==> config.mk <==
export PLATFORM = sky130hd
export DESIGN_NAME = mem_dcache
export DESIGN_NICKNAME = d
export VERILOG_FILES = /design/src/rtl/mem_dcache.sv
export SDC_FILE = /design/constraint.sdc
export NUM_CORES = 1
export LEC_CHECK = 0
export CAP_MARGIN = 5
export CORE_MARGIN = 2
export CORE_UTILIZATION = 36
export CTS_BUF_LIST = sky130_fd_sc_hd__clkbuf_2
export DETAILED_ROUTE_END_ITERATION = 10
export GPL_TIMING_DRIVEN = 0
export PLACE_DENSITY = 0.56
export SETUP_SLACK_MARGIN = 0.02
export SYNTH_ARGS = -nofsm -noshare
export SYNTH_HDL_FRONTEND = slang
export SYNTH_SLANG_ARGS = --single-unit
export TNS_END_PERCENT = 30
==> constraint.sdc <==
create_clock -name i_clk -period 6.1 [get_ports i_clk]
set_clock_uncertainty 0.2 [all_clocks]
set_input_delay 0.915 -clock i_clk [delete_from_list [all_inputs] [get_ports i_clk]]
set_output_delay 0.915 -clock i_clk [all_outputs]
set_load 0.05 [all_outputs]
==> src/rtl/mem_dcache.sv <==
// Direct-mapped, write-through, no-write-allocate data cache with one 32-bit word per line.
// Optional hit/miss counters are enabled by defining MEM_DCACHE_STATS_EN.
module mem_dcache #(
  parameter int WIDTH_MEM = 4,
  parameter int WIDTH_IDX = 2
) (
  input  logic                 i_clk,
  input  logic                 i_rst_n,
  input  logic                 i_val,
  input  logic [WIDTH_MEM-1:0] i_addr,
  input  logic [31:0]          i_data,
  input  logic                 i_we,
  input  logic                 i_kill,
  output logic [31:0]          o_data,
  output logic                 o_nack,
  output logic                 mem_o_req,
  output logic                 mem_o_we,
  output logic [WIDTH_MEM-1:0] mem_o_addr,
  output logic [31:0]          mem_o_data,
  input  logic [31:0]          mem_i_data,
  input  logic                 mem_i_ack,
`ifdef MEM_DCACHE_STATS_EN
  output logic [15:0]          o_hits,
  output logic [15:0]          o_misses,
`endif
  output logic [1:0]           o_state
);

  localparam int LINES     = 2 ** WIDTH_IDX;
  localparam int WIDTH_TAG = WIDTH_MEM - WIDTH_IDX;

  // Memory handshake: mem_o_req rises with the transaction's fields already valid; those
  // fields stay stable while mem_o_req=1 and mem_i_ack=0; a cycle with both high completes it.
  typedef enum logic [1:0] {
    IDLE    = 2'd0,
    RD_MISS = 2'd1,
    WR_THRU = 2'd2
  } state_t;

  state_t state, state_nxt;

  logic [LINES-1:0]     line_val;
  logic [WIDTH_TAG-1:0] line_tag  [LINES];
  logic [31:0]          line_data [LINES];

  logic [WIDTH_IDX-1:0] req_idx, fill_idx;
  logic [WIDTH_TAG-1:0] req_tag, fill_tag;
  logic                 req_live, accept, hit;
  logic                 load_hit, load_miss, store, fill;

  assign req_idx  = i_addr[WIDTH_IDX-1:0];
  assign req_tag  = i_addr[WIDTH_MEM-1:WIDTH_IDX];
  assign fill_idx = mem_o_addr[WIDTH_IDX-1:0];
  assign fill_tag = mem_o_addr[WIDTH_MEM-1:WIDTH_IDX];

  assign req_live  = i_val & ~i_kill;
  assign accept    = req_live & (state == IDLE);
  assign hit       = line_val[req_idx] & (line_tag[req_idx] == req_tag);
  assign load_hit  = accept & ~i_we & hit;
  assign load_miss = accept & ~i_we & ~hit;
  assign store     = accept & i_we;
  assign fill      = (state == RD_MISS) & mem_i_ack;

  assign o_state = state;

  always_ff @(posedge i_clk or negedge i_rst_n) begin
    if (!i_rst_n) state <= IDLE;
    else          state <= state_nxt;
  end

  always_comb begin
    state_nxt = state;
    case (state)
      IDLE: begin
        if (load_miss)  state_nxt = RD_MISS;
        else if (store) state_nxt = WR_THRU;
      end
      RD_MISS, WR_THRU: begin
        if (mem_i_ack) state_nxt = IDLE;
      end
      default: state_nxt = IDLE;
    endcase
  end

  always_ff @(posedge i_clk or negedge i_rst_n) begin
    if (!i_rst_n)  line_val <= '0;
    else if (fill) line_val[fill_idx] <= 1'b1;
  end

  // Tag/data storage is not reset; the valid bits alone gate hits.
  always_ff @(posedge i_clk) begin
    if (fill) begin
      line_tag[fill_idx]  <= fill_tag;
      line_data[fill_idx] <= mem_i_data;
    end else if (store && hit) begin
      line_data[req_idx] <= i_data;
    end
  end

  always_ff @(posedge i_clk or negedge i_rst_n) begin
    if (!i_rst_n) begin
      o_data     <= '0;
      o_nack     <= 1'b0;
      mem_o_req  <= 1'b0;
      mem_o_we   <= 1'b0;
      mem_o_addr <= '0;
      mem_o_data <= '0;
    end else begin
      // A live request is replayed if the cache is busy or it is a load miss.
      o_nack <= req_live & ((state != IDLE) | (~i_we & ~hit));
      if (load_hit) o_data <= line_data[req_idx];
      if (state == IDLE) begin
        if (load_miss) begin
          mem_o_req  <= 1'b1;
          mem_o_we   <= 1'b0;
          mem_o_addr <= i_addr;
        end else if (store) begin
          mem_o_req  <= 1'b1;
          mem_o_we   <= 1'b1;
          mem_o_addr <= i_addr;
          mem_o_data <= i_data;
        end
      end else if (mem_i_ack) begin
        mem_o_req <= 1'b0;
      end
    end
  end

`ifdef MEM_DCACHE_STATS_EN
  always_ff @(posedge i_clk or negedge i_rst_n) begin
    if (!i_rst_n) begin
      o_hits   <= '0;
      o_misses <= '0;
    end else begin
      if (load_hit && o_hits != 16'hFFFF)    o_hits   <= o_hits + 16'd1;
      if (load_miss && o_misses != 16'hFFFF) o_misses <= o_misses + 16'd1;
    end
  end
`endif

endmodule

==> qor.yml <==
worst_setup_path:
  arrival_ps: 4140
  worst-path-max-fanout: 13
  crit_type: "in2reg"
  path_cells: "clkdlybuf4s50_1 -> buf_1 -> clkbuf_1 -> inv_1 -> o31ai_4 -> buf_16 -> buf_16"
  cp_data_required_time_ps: 6360
  cp_slowest_cell: "o31ai_4"
  end_kind: "register"
  worstSetupStartpointType: "input pin"
  cpMostUsedCell: "buf_16"
  max_stage_delay_ps: 770
die:
  num_io_pins: 147
  core-area_um2: 22800
  die_area_um2: 24600
  die_w_um: 157
  start_util_pct: 37.0
  rows: 55
  dieHeight_um: 157
final_layout:
  layout_commonest_cell: "clkdlybuf4s50_1"
  multi_input_area_um2: 2300
  area_growth_pct: 30.4
  regArea_um2: 6010
  drive_gt1_share_pct: 36.7
  final_nets: 707
  mostFrequentLayoutCells: "143 x clkdlybuf4s50_1, 136 x edfxtp_1, 98 x mux2_2, 83 x clkbuf_2, 77 x dfrtp_1"
  fillers: 1952
  final_util_pct: 48.2
clock_network:
  cts_num_sinks: 213
  path_clk_slew_ps: 80
  htree_levels: 2
  holdBufCountCts: 1
  post_cts_buffers: 0
  cts_tree: "yes"
  clock-root-buffer: "clkbuf_2"
  numCtsBuffers: 55
  insertion_delay_ps: 740
  clock_path_buffers: 3
  post_cts_resized: 0
min_path:
  worstHoldPathType: "reg2reg"
route:
  ant_nets: 0
  firstDrtPassIters: 4
  wl_per_cell_um: 19.1
  viasPerCell: 4.75
  drcViolationCount: 0
  totalWireLength_um: 18900
  vias: 4688
  drt_iter0_drc: 186
place:
  gp_congestion: 0.792
  dp_slack_ps: 1420
  io_buffers: 144
  hpwl_um: 12700
sta:
  setup_tns_ps: 0
  slew_violations: 0
  grt_setup_unrepaired: "no"
  tightest_slew_ps: 914
  finalHoldViolations: 0
  post-route-min-period_ps: 3880
  relSlewSlack_pct: 39.1
  hold_ws_ps: 277
  setup_viol: 0
  final.setup.worst_slack_ps: 2220
  fin_crit_sh_pct: 63.6
  max_freq_mhz: 258
power:
  total_power_mw: 4.96
  power.share.sequential_pct: 41.5
  p_per_area_nw_per_um2: 452
  switchingPower_mw: 1.96
  p_int_mw: 2.99
  ir_drop_mv: 0.250
  power_leakage_nw: 4.09
  p_sw_share_pct: 39.6
  pwr-share-comb_pct: 39.9
  clkPwrFrac_pct: 18.6
run:
  drv_cap: 0
synthesis:
  yosysSeqAreaShare_pct: 71.4
  avgSynthCellArea_um2: 19.9
  ys_warn_count: 0
  syn-num-nets: 498
  synthCells: 422
  synth_cell_types: 39
  ys_ff_latch: 213
  synth_top_area_share_pct: 48.5
  synthTopCellsByArea: "edfxtp_1 49%, dfrtp_1 23%, mux2_2 13%, mux4_2 8.8%, buf_6 0.94%"
  syn_area_um2: 8420
  yosysTopAreaCell: "edfxtp_1"
global_route:
  grt_pass1_wl_um: 29000
  first_global_vias: 5124
  grt.total_usage_pct: 15.8
  grt_overflow: 0
  grt_max_degree: 41
  antenna_found_initial: 1
status:
  status: "finished clean"
[worst max-delay path, delay by kind of cell]
family	cells	cell delay (ps)
buffers and inverters	6	2430
AOI/OAI and AO/OA	1	770
[through the flow]
stage / instances / instance area [µm²]
floorplan: 422 / 8420
global placement: 879 / 10200
detailed placement: 886 / 10500
CTS: 986 / 11000
global route: 987 / 11000
finish: 987 / 11000
[cells by family after synthesis]
family | Yosys count | share of synthesized area, %
DFF | 213 | 71.4
muxes | 137 | 22.8
buffers and inverters | 26 | 1.83
AOI/OAI and AO/OA | 17 | 1.47
xor gates and xnor gates | 3 | 0.401
and+or+nand+nor | 24 | 1.80
adders and majority gates | 2 | 0.297
[Yosys cell counts]
cell      count
edfxtp_1    136
mux2_2       98
dfrtp_1      77
mux4_2       33
clkbuf_1      9
buf_6         7
inv_1         7
nand2_1       6
a21oi_1       3
mux2i_1       3
nand2b_1      3
o21ai_0       3
o31ai_1       3
buf_1         2
ha_1          2
mux2_4        2
nand3_1       2
nor2_1        2
nor2b_1       2
or2_2         2
xnor2_1       2
a22o_1        1
a31o_2        1
and3b_1       1
buf_4         1
mux2_1        1
nand2_2       1
nand3b_1      1
nand4_1       1
nor3_1        1
nor3b_2       1
nor4_4        1
o21bai_1      1
o22a_1        1
o22ai_1       1
o31ai_2       1
o32a_1        1
o32ai_1       1
xor2_2        1
[worst paths after layout]
| path | from | endpoint | slack (ps) | depth (start not counted) |
|---|---|---|---|---|
| min reg2reg | line_val[3] | line_val[3] | 280 | 1 |
| max in group asynchronous | i_rst_n | o_data[9] | 4570 | 3 |
| max | i_addr[1] | line_data[2][9] | 2220 | 7 |
| max reg2reg | o_state[0] | line_data[2][9] | 2310 | 10 |
| min in group asynchronous | i_rst_n | o_data[15] | 500 | 2 |
| min | line_val[3] | line_val[3] | 280 | 1 |
[layer usage]
| layer | global-route usage [%] | share of wire, % |
|---|---|---|
| met5 | 0 | 0 |
| met4 | 5.50 | 1.4 |
| met3 | 4.05 | 6.5 |
| met2 | 26.2 | 49 |
| met1 | 20.1 | 43 |
[power groups by stage]
stage	registers, mW	clock network [mW]	logic, mW
after floorplan	2.92	0	0.406
after global placement	2.09	0	1.94
after detailed placement	2.09	0	2.00
after CTS	2.06	0.969	2.00
after global routing	2.09	1.04	2.07
final	2.06	0.921	1.98
[layout make-up]
class | instances | area share (%)
multi-input cells | 183 | 21.0
inverters | 7 | 0.239
diodes | 1 | 0.0228
clock inverters | 16 | 0.593
repair buffers | 152 | 14.8
clock buffers | 83 | 3.79
plain buffers | 19 | 1.16
flip-flops and latches | 213 | 54.8
well taps | 313 | 3.57
[state kept, by name, summed over array words and instances (netlist names)]
| signal | count |
|---|---|
| line_tag | 8 |
| line_val | 4 |
| o_state | 2 |
| mem_o_req | 1 |
| mem_o_data | 32 |
| line_data | 128 |
| mem_o_we | 1 |
| mem_o_addr | 4 |
| o_data | 32 |
| o_nack | 1 |
Note: power is estimated with default switching activity, not from simulation.
